$ cat src/rtl/id_ex_multi_pkg.sv
// rtl/id_ex_multi_pkg.sv - shared types and defaults for the multi-issue ID/EX buffer
//
// Purpose : lane payload layout, bundle type, default issue width / depth and
//           a pointer-width helper used by the buffer.
// Ports   : none (package).
package id_ex_multi_pkg;

  localparam int ID_EX_LANES_DEF = 2;
  localparam int ID_EX_DEPTH_DEF = 2;

  // One decode slot as handed from decode to execute.
  typedef struct packed {
    logic [31:0] inst;
    logic [31:0] pc;
    logic [31:0] op_a;
    logic [31:0] op_b;
    logic [15:0] exop;
    logic [7:0]  waddr;
    logic [7:0]  except;
  } id_ex_lane_t;

  localparam int ID_EX_DATA_W = $bits(id_ex_lane_t);

  typedef id_ex_lane_t [ID_EX_LANES_DEF-1:0] id_ex_bundle_t;

  // A one-entry buffer still needs a 1-bit pointer to keep widths legal.
  function automatic int ptr_w(input int depth);
    return (depth > 1) ? $clog2(depth) : 1;
  endfunction

endpackage

$ cat src/rtl/id_ex_multi_bundle_fifo.sv
// rtl/id_ex_multi_bundle_fifo.sv - DEPTH x bundle circular buffer with async reset
//
// Purpose : stores bundles (per-lane valid + payload) in FIFO order.
// Ports   : clk, rst            - clock, async active-high reset
//           clr                 - synchronous clear of pointers, count, lane valids
//           push, wr_lv, wr_data- write a bundle (caller guarantees not full)
//           pop                 - retire the head (caller guarantees not empty)
//           rd_lv, rd_data      - head entry, raw (not masked when empty)
//           count               - number of stored bundles
module bundle_fifo
  import id_ex_multi_pkg::*;
#(
  parameter int LANES  = ID_EX_LANES_DEF,
  parameter int DATA_W = ID_EX_DATA_W,
  parameter int DEPTH  = ID_EX_DEPTH_DEF
) (
  input  logic                       clk,
  input  logic                       rst,
  input  logic                       clr,
  input  logic                       push,
  input  logic [LANES-1:0]           wr_lv,
  input  logic [LANES*DATA_W-1:0]    wr_data,
  input  logic                       pop,
  output logic [LANES-1:0]           rd_lv,
  output logic [LANES*DATA_W-1:0]    rd_data,
  output logic [$clog2(DEPTH+1)-1:0] count
);

  localparam int PTR_W = ptr_w(DEPTH);
  localparam int CNT_W = $clog2(DEPTH + 1);
  localparam logic [PTR_W-1:0] LAST = PTR_W'(DEPTH - 1);

  logic [LANES-1:0]        lv_q   [DEPTH];
  logic [LANES*DATA_W-1:0] data_q [DEPTH];

  logic [PTR_W-1:0] wr_ptr_q, wr_ptr_d;
  logic [PTR_W-1:0] rd_ptr_q, rd_ptr_d;
  logic [CNT_W-1:0] count_q, count_d;

  function automatic logic [PTR_W-1:0] nxt(input logic [PTR_W-1:0] p);
    return (p == LAST) ? '0 : p + PTR_W'(1);
  endfunction

  always_comb begin
    wr_ptr_d = wr_ptr_q;
    rd_ptr_d = rd_ptr_q;
    count_d  = count_q;
    if (clr) begin
      wr_ptr_d = '0;
      rd_ptr_d = '0;
      count_d  = '0;
    end else begin
      if (push) wr_ptr_d = nxt(wr_ptr_q);
      if (pop)  rd_ptr_d = nxt(rd_ptr_q);
      count_d = count_q + CNT_W'(push) - CNT_W'(pop);
    end
  end

  always_ff @(posedge clk or posedge rst) begin
    if (rst) begin
      wr_ptr_q <= '0;
      rd_ptr_q <= '0;
      count_q  <= '0;
      for (int i = 0; i < DEPTH; i++) lv_q[i] <= '0;
    end else begin
      wr_ptr_q <= wr_ptr_d;
      rd_ptr_q <= rd_ptr_d;
      count_q  <= count_d;
      if (clr) begin
        for (int i = 0; i < DEPTH; i++) lv_q[i] <= '0;
      end else if (push) begin
        lv_q[wr_ptr_q] <= wr_lv;
      end
    end
  end

  // Payload needs no reset: it is only visible while its entry is counted.
  always_ff @(posedge clk) begin
    if (push && !clr) data_q[wr_ptr_q] <= wr_data;
  end

  assign rd_lv   = lv_q[rd_ptr_q];
  assign rd_data = data_q[rd_ptr_q];
  assign count   = count_q;

endmodule

$ cat src/rtl/id_ex_multi.sv
// rtl/id_ex_multi.sv - elastic multi-issue ID/EX stage with delay-slot ring-back
//
// Purpose : buffers up to DEPTH bundles of LANES decode slots between decode
//           and execute using valid/ready, with flush-to-bubble and the
//           delay-slot flag fed back to decode.
// Ports   : clk, rst                  - clock, async active-high reset
//           flush                     - drop everything, clear delay-slot flag
//           in_valid/in_ready         - decode-side handshake
//           in_lane_valid, in_data    - incoming bundle (lane 0 in LSBs)
//           in_next_ds, ds_hold       - delay-slot flag control
//           out_valid/out_ready       - execute-side handshake
//           out_lane_valid, out_data  - head bundle, zero when empty
//           id_in_delayslot           - next accepted bundle sits in a delay slot
//           occupancy                 - buffered bundle count
module id_ex_multi
  import id_ex_multi_pkg::*;
#(
  parameter int LANES  = ID_EX_LANES_DEF,
  parameter int DATA_W = ID_EX_DATA_W,
  parameter int DEPTH  = ID_EX_DEPTH_DEF
) (
  input  logic                       clk,
  input  logic                       rst,
  input  logic                       flush,
  input  logic                       in_valid,
  output logic                       in_ready,
  input  logic [LANES-1:0]           in_lane_valid,
  input  logic [LANES*DATA_W-1:0]    in_data,
  input  logic                       in_next_ds,
  input  logic                       ds_hold,
  output logic                       out_valid,
  input  logic                       out_ready,
  output logic [LANES-1:0]           out_lane_valid,
  output logic [LANES*DATA_W-1:0]    out_data,
  output logic                       id_in_delayslot,
  output logic [$clog2(DEPTH+1)-1:0] occupancy
);

  localparam int CNT_W = $clog2(DEPTH + 1);

  logic [CNT_W-1:0]        count;
  logic [LANES-1:0]        head_lv;
  logic [LANES*DATA_W-1:0] head_data;
  logic                    push, pop;
  logic                    ds_q, ds_d;

  // in_ready depends on registered count only, so out_ready never ripples
  // back into decode; a pop while full frees the slot one cycle later.
  assign in_ready  = (count < CNT_W'(DEPTH));
  assign out_valid = (count != '0);
  assign push      = in_valid & in_ready & ~flush;
  assign pop       = out_valid & out_ready & ~flush;

  bundle_fifo #(
    .LANES  (LANES),
    .DATA_W (DATA_W),
    .DEPTH  (DEPTH)
  ) u_fifo (
    .clk     (clk),
    .rst     (rst),
    .clr     (flush),
    .push    (push),
    .wr_lv   (in_lane_valid),
    .wr_data (in_data),
    .pop     (pop),
    .rd_lv   (head_lv),
    .rd_data (head_data),
    .count   (count)
  );

  // Empty buffer presents an all-zero bundle, which EX treats as a NOP.
  assign out_lane_valid = out_valid ? head_lv   : '0;
  assign out_data       = out_valid ? head_data : '0;
  assign occupancy      = count;

  always_comb begin
    ds_d = ds_q;
    if (flush) begin
      ds_d = 1'b0;
    end else if (push) begin
      ds_d = (ds_hold & ds_q) ? ds_q : in_next_ds;
    end
  end

  always_ff @(posedge clk or posedge rst) begin
    if (rst) ds_q <= 1'b0;
    else     ds_q <= ds_d;
  end

  assign id_in_delayslot = ds_q;

endmodule

$ cat config.mk
export PLATFORM = sky130hd
export DESIGN_NAME = id_ex_multi
export DESIGN_NICKNAME = d
export VERILOG_FILES = /design/src/rtl/id_ex_multi_pkg.sv /design/src/rtl/id_ex_multi_bundle_fifo.sv /design/src/rtl/id_ex_multi.sv
export SDC_FILE = /design/constraint.sdc
export NUM_CORES = 1
export LEC_CHECK = 0
export ABC_AREA = 0
export BUFFER_PORTS_ARGS = -buffer_cell sky130_fd_sc_hd__buf_2
export CORE_UTILIZATION = 30
export CTS_CLUSTER_DIAMETER = 40
export DETAILED_ROUTE_END_ITERATION = 10
export PLACE_DENSITY = 0.52
export REMOVE_ABC_BUFFERS = 1
export SKIP_LAST_GASP = 1
export SLEW_MARGIN = 0
export SYNTH_ARGS = -nofsm -noshare
export SYNTH_HDL_FRONTEND = slang
export SYNTH_HIERARCHICAL = 1
export SYNTH_SLANG_ARGS = --single-unit
export TNS_END_PERCENT = 30
$ cat constraint.sdc
create_clock -name clk -period 52.6 [get_ports clk]
set_clock_uncertainty 0.05 [all_clocks]
set_input_delay 5.26 -clock clk [delete_from_list [all_inputs] [get_ports clk]]
set_output_delay 5.26 -clock clk [all_outputs]
set_load 0.02 [all_outputs]
==> results.md, run 1 <==
* Full die area at 92000 um^2
* WS Path Type: reg -> out
* DR vias at ~14000
* Post-synth top flop: edfxtp_1
* Finish-stage setup viols at 0
* Slew Limit Fails at 0
* Total GRT Usage at approximately an eighth
* CP Data Arrival Time at 4.28 ns
* Power Density at 44.6 nW/um^2
* Status: complete, no violations
* Critical path peak fanout at 107
* CTS sink cnt at approximately 650
* Minimum setup slack among reg-to-reg paths at approximately 48 ns
* Vias in the first global route at ~15000
* Synth Cell Area at approximately 27000 um^2
* Yosys cell types at 27
* Pre-CTS setup slack at roughly 43 ns
* Clk_lat worst skew at ~0.65 ns
* Largest net degree at the start of global routing at 146
* DRC violations left at 0
* Max-cap violations at 0
* Worst hold path type: reg -> reg
* Cts hold-fix bufs at 0
* Drt wl/cell at 18.4 um
* Vias/cell at approximately 4.2
* Setup crit start kind: flop
* Worst setup margin at between 40 and 50 ns
* Worst Tran Pin Value at approximately 1.1 ns
* Global route overflow at 0
* Die width at roughly 300 um
* Sequential-to-total area share from yosys stat at a little under three quarters
* Max VDD drop at between 30 and 40 uV
* Main area contributors after synthesis: edfxtp_1, mux2_4, and2_1
* TritonCTS buffer count at 98
* Pleak at 13.7 nW
* Initial Util at between 30% and 40%
* Post-CTS resize count at 0
* H-Tree Depth at 3
* Post-CTS Setup Bufs at 0
* Fin util at between 30% and 40%
* Fraction of layout cells with a size suffix above 1 at 56.2%
* Iteration-0 DRC count of the detailed router at 502
* Dpl cells at between 3000 and 4000
* Yosys top cell area share at 70.5%
* CTS tree: built
* Final Hold Vio Count at 0
* DR pass1 iterations at 7
* Vert. Die Dim at a little over 300 um
* Critical path data required time at ~47 ns
* Number of antenna violations at the first check in global routing at 13
* Max Buffers Root-to-Sink at 3
* Final ANT Viol Nets at 0
* PortBufs at around 660
* Fill count at between 8000 and 9000
* First-pass GRT wire length at between 80000 and 90000 um
* Max Fclk at approximately 0.10 GHz
* Area Overhead vs Synth at 27.1%
* Slew headroom at 26.4%
* Setup TNS Final at 0 ns
* Yosys reg bits at ~650
* Clock transition at path regs at around 0.050 ns
* Syn Inst Count at between 1000 and 1500
* Row Count at 110
* Avg Synthesized Cell Area at slightly below 20 um^2
* Crit path time final at 9.59 ns
* Io pins at 656
* Clock root buffer: clkbuf_16
* Fin crit share at 18.2%
* WL final at between 60000 and 70000 um
* DP HPWL at 40600 um
* GPL Wtd Cong at ~0.74
* Final Net Count at between 2000 and 2500
* Area leader, netlist: edfxtp_1
* Non-filler cells, final at about 3400
* Endpoint kind of the worst setup timing path: output port
* Core ar. at 90000 um^2
* YS warnings at 6
* Post-synth EDFFs at 640
* Ys async rst share at approximately 1.4%
* RSZ-0062 raised after global routing: false
==> sequential cells by signal (all words and copies together), names as in the netlist <==
signal           flops
u_fifo/data_q      640
u_fifo/lv_q          4
u_fifo/count         2
id_in_delayslot      1
u_fifo/rd_ptr_q      1
u_fifo/wr_ptr_q      1
==> kinds of logic (layout without fill, tap and decap cells) <==
logic type,Yosys count,after routing,synth area share (%)
flip-flops,649,649,71.4
multiplexers,324,324,17.1
AO/OA/AOI/OAI,3,3,0.0551
other,0,5,0
AND/OR/NAND/NOR,342,342,8.47
buffers and inverters,78,858,2.80
XOR/XNOR,4,4,0.129
adder cells (fa/ha/maj),2,2,0.0918
==> metrics by stage <==
| stage | hold slack (ns) | cell area, um^2 | power (mW) |
|---|---|---|---|
| finish | 0.471 | 34600 | 1.54 |
| detailed placement | 0.465 | 31400 | 0.940 |
| CTS | 0.477 | 34600 | 1.57 |
| global placement | 0.457 | 31400 | 0.938 |
| global route | 0.515 | 34600 | 1.61 |
| floorplan | 0.432 | 26500 | 0.879 |
==> cell usage in the layout, fill, tap and decap left out, types with 6 or more instances in the layout <==
| cell | netlist | final |
|---|---|---|
| clkbuf_16 | 0 | 99 |
| inv_6 | 0 | 13 |
| bufinv_16 | 0 | 6 |
| buf_2 | 6 | 655 |
| dfrtp_1 | 9 | 8 |
| mux2_2 | 52 | 52 |
| clkinv_2 | 0 | 13 |
| buf_4 | 0 | 11 |
| clkbuf_1 | 6 | 11 |
| and2_1 | 252 | 252 |
| clkinvlp_4 | 0 | 19 |
| clkinv_1 | 0 | 12 |
| edfxtp_1 | 640 | 640 |
| and2_4 | 70 | 70 |
| mux2_4 | 270 | 270 |
==> worst max-delay path, stage by stage, from the launching register on <==
cell     delay, ns
dfrtp_4       0.98
buf_12        0.54
buf_4         0.91
mux2_2        0.41
and2_1        0.13
buf_2         0.16
==> power by group <==
group	total (mW)	switching, mW	internal [mW]
Clock	0.621	0.240	0.381
Sequential	0.596	0.00661	0.589
Combinational	0.327	0.195	0.133
Total	1.54	0.441	1.10
==> routing by layer <==
layer | vias to the layer above | part of all wire [%] | global-route usage [%]
li1 | 6633 | - | -
met1 | 7097 | 37 | 13.4
met2 | 443 | 53 | 22.7
met3 | 102 | 8.2 | 4.88
met4 | 12 | 2.5 | 5.42
met5 | - | 0.13 | 0
==> area by class of cell <==
| class | count | area (um^2) | area share [%] |
|---|---|---|---|
| Sequential cell | 649 | 19400 | 56.2 |
| Multi-Input combinational cell | 675 | 7050 | 20.4 |
| Timing Repair Buffer | 669 | 3420 | 9.88 |
| Clock buffer | 112 | 2550 | 7.35 |
| Tap cell | 1176 | 1470 | 4.25 |
| Clock inverter | 72 | 658 | 1.90 |
| Inverter | 5 | 18.8 | 0.0542 |
| Antenna cell | 5 | 12.5 | 0.0361 |
==> final timing paths <==
check                                       startpoint                              end  cells after the start
hold reg to reg             u_fifo/lv_q[1]$_DFFE_PP0P_       u_fifo/lv_q[1]$_DFFE_PP0P_                      2
hold / removal              u_fifo/lv_q[1]$_DFFE_PP0P_       u_fifo/lv_q[1]$_DFFE_PP0P_                      2
max in group asynchronous                          rst      u_fifo/rd_ptr_q$_DFFE_PP0P_                      2
min in group asynchronous                          rst      id_in_delayslot$_DFFE_PP0P_                      2
setup / recovery           u_fifo/rd_ptr_q$_DFFE_PP0P_                     out_data[21]                      5
setup reg to reg             u_fifo/count[1]$_DFF_PP0_  u_fifo/data_q[1][291]$_DFFE_PP_                      5
==> synth_stat cells, types with 2 or more instances <==
cell        n
nand2_1     3
buf_2       6
nand3_1     2
and2_1    252
a21oi_1     2
xnor2_1     3
clkbuf_1    6
ha_1        2
nor2_1      5
mux2_2     52
and3b_1     2
buf_6      60
dfrtp_1     9
mux2_4    270
nor3b_1     3
inv_1       5
and2_4     70
mux2i_1     2
edfxtp_1  640
Note: power is estimated with default switching activity, not from simulation.
==> run 2, diff against run 1 <==
--- a/config.mk
+++ b/config.mk
@@ -10,7 +10,7 @@
 export CORE_UTILIZATION = 30
 export CTS_CLUSTER_DIAMETER = 40
 export DETAILED_ROUTE_END_ITERATION = 10
-export PLACE_DENSITY = 0.52
+export PLACE_DENSITY = 0.54
 export REMOVE_ABC_BUFFERS = 1
 export SKIP_LAST_GASP = 1
 export SLEW_MARGIN = 0
==> constraint.sdc (replaced) <==
create_clock -name clk -period 7.7 [get_ports clk]
set_clock_uncertainty 0.05 [all_clocks]
set_input_delay 0.77 -clock clk [delete_from_list [all_inputs] [get_ports clk]]
set_output_delay 0.77 -clock clk [all_outputs]
set_load 0.02 [all_outputs]
==> run 2 against run 1 <==
Against the previous run: count of clock-buffer cells in the layout up 2; critical path depth is the same; total power rose to 7.1 times the previous value; cell area rose by 1.0%; global-route usage is 0.063 points higher; sequential share of layout area decreased by 0.58 points; hold slack got worse by 0.22 ns; first-iteration DRC count rose by 21%; highest routed layer unchanged.
==> results.md, run 2 (same netlist as run 1, synthesis figures left out) <==
* Slowest cell on the critical path: dfrtp_4
* Total GRT Usage at approximately 13%
* Clock transition at path regs at around 0.060 ns
* Setup crit start kind: flop
* GPL Wtd Cong at 0.750
* Pleak at ~14 nW
* Post-CTS Setup Bufs at 0
* Max FFs per register at between 600 and 700
* Worst hold path type: in -> reg
* Crit path time final at around 4.2 ns
* Fin util at approximately two fifths
* DR pass1 iterations at 4
* Final Power at between 10 and 15 mW
* Crit path buf inv count at 3
* Endpoint kind of the worst setup timing path: output port
* Cell mode on critical path: buf_12
* Design area at 35000 um^2
* Final Net Count at 2434
* Vert. Die Dim at around 300 um
* Vias/cell at 4.26
* Max Buffers Root-to-Sink at 3
* RSZ-0062 raised after global routing: false
* Most frequent cells in the layout: buf_2, edfxtp_1, mux2_4, and2_1, clkbuf_16
* CTS tree: built
* Fin crit share at a little over half
* DRC violations left at 0
* TritonCTS buffer count at around 100
* Global route overflow at 0
* Iteration-0 DRC count of the detailed router at approximately 610
* Register-to-Register Path Depth at 4
* Critical path peak fanout at 66
* WL final at 62800 um
* Initial Util at between 30% and 40%
* CP max stage delay at approximately 0.93 ns
* DR vias at roughly 14000
* PortBufs at 655
* Crit-path cells: buf_12 > buf_12 > mux2_2 > and2_1 > buf_2
* Die width at 303 um
* Fill count at about 8400
* WS Path Type: reg -> out
* Max VDD drop at roughly 170 uV
* Io pins at between 600 and 700
* Slew headroom at approximately 18%
* Final Hold Vio Count at 0
* Critical path depth in cells at 5
* H-Tree Depth at 3
* Area Overhead vs Synth at 28.4%
* Power Density at about 310 nW/um^2
* Number of antenna violations at the first check in global routing at 16
* Fraction of layout cells with a size suffix above 1 at between 50% and 60%
* Clock root buffer: clkbuf_16
* Largest net degree at the start of global routing at 146
* DP HPWL at 41300 um
* Clk_lat worst skew at ~0.63 ns
* Final ANT Viol Nets at 0
* CP Data Arrival Time at 3.35 ns
* Status: complete, no violations
* Drt wl/cell at ~19 um
* First-pass GRT wire length at slightly below 90000 um
* Placed Area at roughly 31000 um^2
* Hold depth at 1
* Max Fclk at 0.240 GHz
* Critical path data required time at slightly below 7 ns
* Finish-stage setup viols at 0
* Reg with most FFs: u_fifo/data_q
* Worst Tran Pin Value at between 1 and 1.5 ns
* Core ar. at between 90000 and 100000 um^2
* Setup TNS Final at 0 ns
* Most common cell after layout, fill and taps aside: buf_2
* Slew Limit Fails at 0
* Vias in the first global route at ~15000
* Crit path max-delay family: buffers and inverters
* Full die area at between 90000 and 100000 um^2
* Max-cap violations at 0
* CTS sink cnt at between 600 and 700
* Row Count at 110
[run 2: final timing paths]
check,slack [ns],from,endpoint
min,0.25,in_data[127],u_fifo/data_q[0][127]$_DFFE_PP_
min in group asynchronous,0.48,rst,id_in_delayslot$_DFFE_PP0P_
max,3.53,u_fifo/rd_ptr_q$_DFFE_PP0P_,out_data[4]
min reg2reg,0.48,u_fifo/lv_q[2]$_DFFE_PP0P_,u_fifo/lv_q[2]$_DFFE_PP0P_
max in group asynchronous,6.77,rst,u_fifo/rd_ptr_q$_DFFE_PP0P_
max reg2reg,4.01,u_fifo/count[1]$_DFF_PP0_,u_fifo/data_q[0][242]$_DFFE_PP_
[run 2: per-layer routing]
layer	global-route usage [%]	vias up	routed length (um)
li1	-	6654	-
met1	13.6	7098	22800
met2	22.7	455	32800
met3	5.00	127	5290
met4	5.40	18	1850
met5	0	-	106
[run 2: stage by stage]
stage	hold slack [ns]	setup WS [ns]	instances
after global routing	0.196	3.33	3371
final	0.254	3.53	3371
after floorplan	0.432	-18.54	1329
after CTS	0.171	3.43	3365
after global placement	0.457	3.69	3175
after detailed placement	0.476	3.59	3175
[run 2: power breakdown]
group	internal (mW)	switching, mW	total (mW)
Sequential	4.02	0.0445	4.07
Combinational	0.905	1.34	2.24
Clock	2.97	1.66	4.63
Total	7.90	3.04	10.9
[run 2: final cells by class]
cell class	count	area, um^2	area share [%]
Clock inverter	75	877	2.51
Antenna cell	6	15.0	0.0429
Tap cell	1176	1470	4.21
Clock buffer	114	2620	7.48
Inverter	5	18.8	0.0536
Timing Repair Buffer	671	3490	9.97
Sequential cell	649	19400	55.6
Multi-Input combinational cell	675	7050	20.2
[run 2: repair_timing]
item | CTS | global route
setup endpoints to repair | 0 | 0
resized for setup | 0 | 0
endpoints found under the hold margin | 9 | 0
hold buffers | 1 | 0
[run 2: worst reg2reg max path: stages (launching register included)]
cell,delay (ns)
dfrtp_1,0.45
nor3b_1,0.78
nor3b_2,0.49
buf_12,0.48
buf_4,1.04
==> run 3, diff against run 2 <==
==> constraint.sdc (replaced) <==
create_clock -name clk -period 3.5 [get_ports clk]
set_clock_uncertainty 0.05 [all_clocks]
set_input_delay 0.35 -clock clk [delete_from_list [all_inputs] [get_ports clk]]
set_output_delay 0.35 -clock clk [all_outputs]
set_load 0.02 [all_outputs]
==> run 3 against run 2 <==
Against the previous run: combinational power rose by 140%; register-to-register slack got worse by 3.0 ns; non-clock buffer count rose by 375; wire length rose by 5.9%; via count rose by 9.7%; flip-flop and latch count did not move; first-iteration DRC count rose by 11%; final cell count rose by 11%; sequential share of layout area fell by 5.1 points; die area did not move; core utilization rose by 3.9 points; global-route usage rose by 0.95 points; largest cell class unchanged; largest power group unchanged.
==> results.md, run 3 (same netlist as run 1, synthesis figures left out) <==
* Crit path time final at a little over 3 ns
* Io pins at between 600 and 700
* Non-filler cells, final at ~3700
* Fin util at 42.8%
* Max-cap violations at 0
* Post-CTS Setup Bufs at 0
* Vias in the first global route at between 15000 and 20000
* Worst setup margin at around 0.43 ns
* Max Buffers Root-to-Sink at 3
* Worst hold path type: in -> reg
* Full die area at a little over 90000 um^2
* Antenna cell count at 0
* Setup crit start kind: flop
* Most frequent cells in the layout: buf_2, edfxtp_1, dlygate4sd3_1, mux2_4, and2_1
* CTS tree: built
* Initial Util at 30.3%
* Finish-stage setup viols at 0
* Max FFs per register at 640
* Final ANT Viol Nets at 0
* Register-to-Register Path Depth at 5
* CTS sink cnt at 649
* Sink of the worst hold path: u_fifo/rd_ptr_q$_DFFE_PP0P_
* Core ar. at between 90000 and 100000 um^2
* Dpl cells at 3221
* CP Data Arrival Time at between 2 and 3 ns
* Row Count at 110
* Die width at 303 um
* Max Fclk at ~0.33 GHz
* RSZ-0062 raised after global routing: false
* Fraction of layout cells with a size suffix above 1 at between 40% and 50%
* Start point of the worst hold path: out_ready
* GPL Wtd Cong at 0.765
* Most common cell after layout, fill and taps aside: buf_2
* TritonCTS buffer count at slightly below 100
* DR pass1 iterations at 4
* H-Tree Depth at 3
* DP HPWL at approximately 45000 um
* Status: complete, no violations
* Slew headroom at between 50% and 60%
* Pleak at 15.4 nW
* Final Power at 23.9 mW
* Critical path peak fanout at 77
* Endpoint kind of the worst setup timing path: output port
* WS Path Type: reg -> out
* Post-CTS resize count at 0
* Fill count at 8142
* Area Overhead vs Synth at 41.3%
* Critical R2R Capture: u_fifo/data_q[0][227]$_DFFE_PP_
* DR vias at about 16000
* Slew Limit Fails at 0
* Pre-CTS setup slack at between 0.9 and 1 ns
* Hold depth at 4
* Global route overflow at 0
* WL final at 66500 um
* Cts hold-fix bufs at 330
* Total GRT Usage at between 10 and 15%
* Minimum setup slack among reg-to-reg paths at ~1 ns
* DRC violations left at 0
* Iteration-0 DRC count of the detailed router at between 600 and 700
* Setup TNS Final at 0 ns
* Vert. Die Dim at roughly 300 um
* Max VDD drop at 462 uV
* First-pass GRT wire length at 96700 um
* PortBufs at between 600 and 700
* Clk_lat worst skew at roughly 0.64 ns
* Power Density at 620 nW/um^2
* Drt wl/cell at 17.8 um
* Worst Tran Pin Value at roughly 0.65 ns
* Critical path data required time at between 3 and 4 ns
* Clock root buffer: clkbuf_16
* Reg with most FFs: u_fifo/data_q
* Final Net Count at 2806
* R2R Path Start: u_fifo/count[1]$_DFF_PP0_
* Final Hold Vio Count at 0
* Vias/cell at roughly 4.2
* Fin crit share at a little under 90%
* Number of antenna violations at the first check in global routing at 6
* Largest net degree at the start of global routing at 116
* Clock transition at path regs at roughly 0.05 ns
-- run 3: how the worst max path moves through the flow --
stage	from	endpoint	slack (ns)
2_1_floorplan	u_fifo/count[1]$_DFF_PP0_	u_fifo/data_q[0][0]$_DFFE_PP_	-22.51
5_1_grt	u_fifo/count[1]$_DFF_PP0_	out_data[177]	0.32
3_3_place_gp	flush	u_fifo/data_q[0][265]$_DFFE_PP_	0.91
4_1_cts	u_fifo/rd_ptr_q$_DFFE_PP0P_	out_data[317]	0.35
6_report	u_fifo/rd_ptr_q$_DFFE_PP0P_	out_data[3]	0.43
3_5_place_dp	flush	u_fifo/data_q[0][88]$_DFFE_PP_	0.91
-- run 3: layer usage --
metal	track usage [%]	vias to the layer above	wire, um
met4	4.86	10	1710
met1	15.3	7757	25800
met2	24.8	460	34900
li1	-	7386	-
met5	0	-	67
met3	4.26	124	4060
-- run 3: critical path, cell delays in order (launching register included) --
cell     delay (ns)
dfrtp_4        0.66
buf_12         0.44
mux2_2         0.41
and2_1         0.16
buf_2          0.17
-- run 3: power by group --
part	internal [mW]	total, mW	leakage, nW	switching (mW)
logic	2.38	5.44	7.94	3.07
registers	8.84	8.93	5.93	0.0813
clock network	5.89	9.52	1.56	3.62
total	17.1	23.9	15.4	6.77
-- run 3: area by class of cell --
cell class | count | area (um^2) | area share (%)
flip-flops and latches | 649 | 19400 | 50.5
inverters | 5 | 18.8 | 0.0487
multi-input cells | 675 | 7050 | 18.3
clock buffers | 109 | 2540 | 6.59
repair buffers | 1046 | 7250 | 18.8
clock inverters | 74 | 726 | 1.88
well taps | 1176 | 1470 | 3.82
-- run 3: stage by stage --
| step | area (um^2) | hold slack, ns |
|---|---|---|
| finish | 38500 | 0.138 |
| global route | 38500 | 0.112 |
| CTS | 38500 | 0.0674 |
| detailed placement | 31900 | 0.149 |
| global placement | 31900 | 0.145 |
| floorplan | 26500 | 0.0287 |
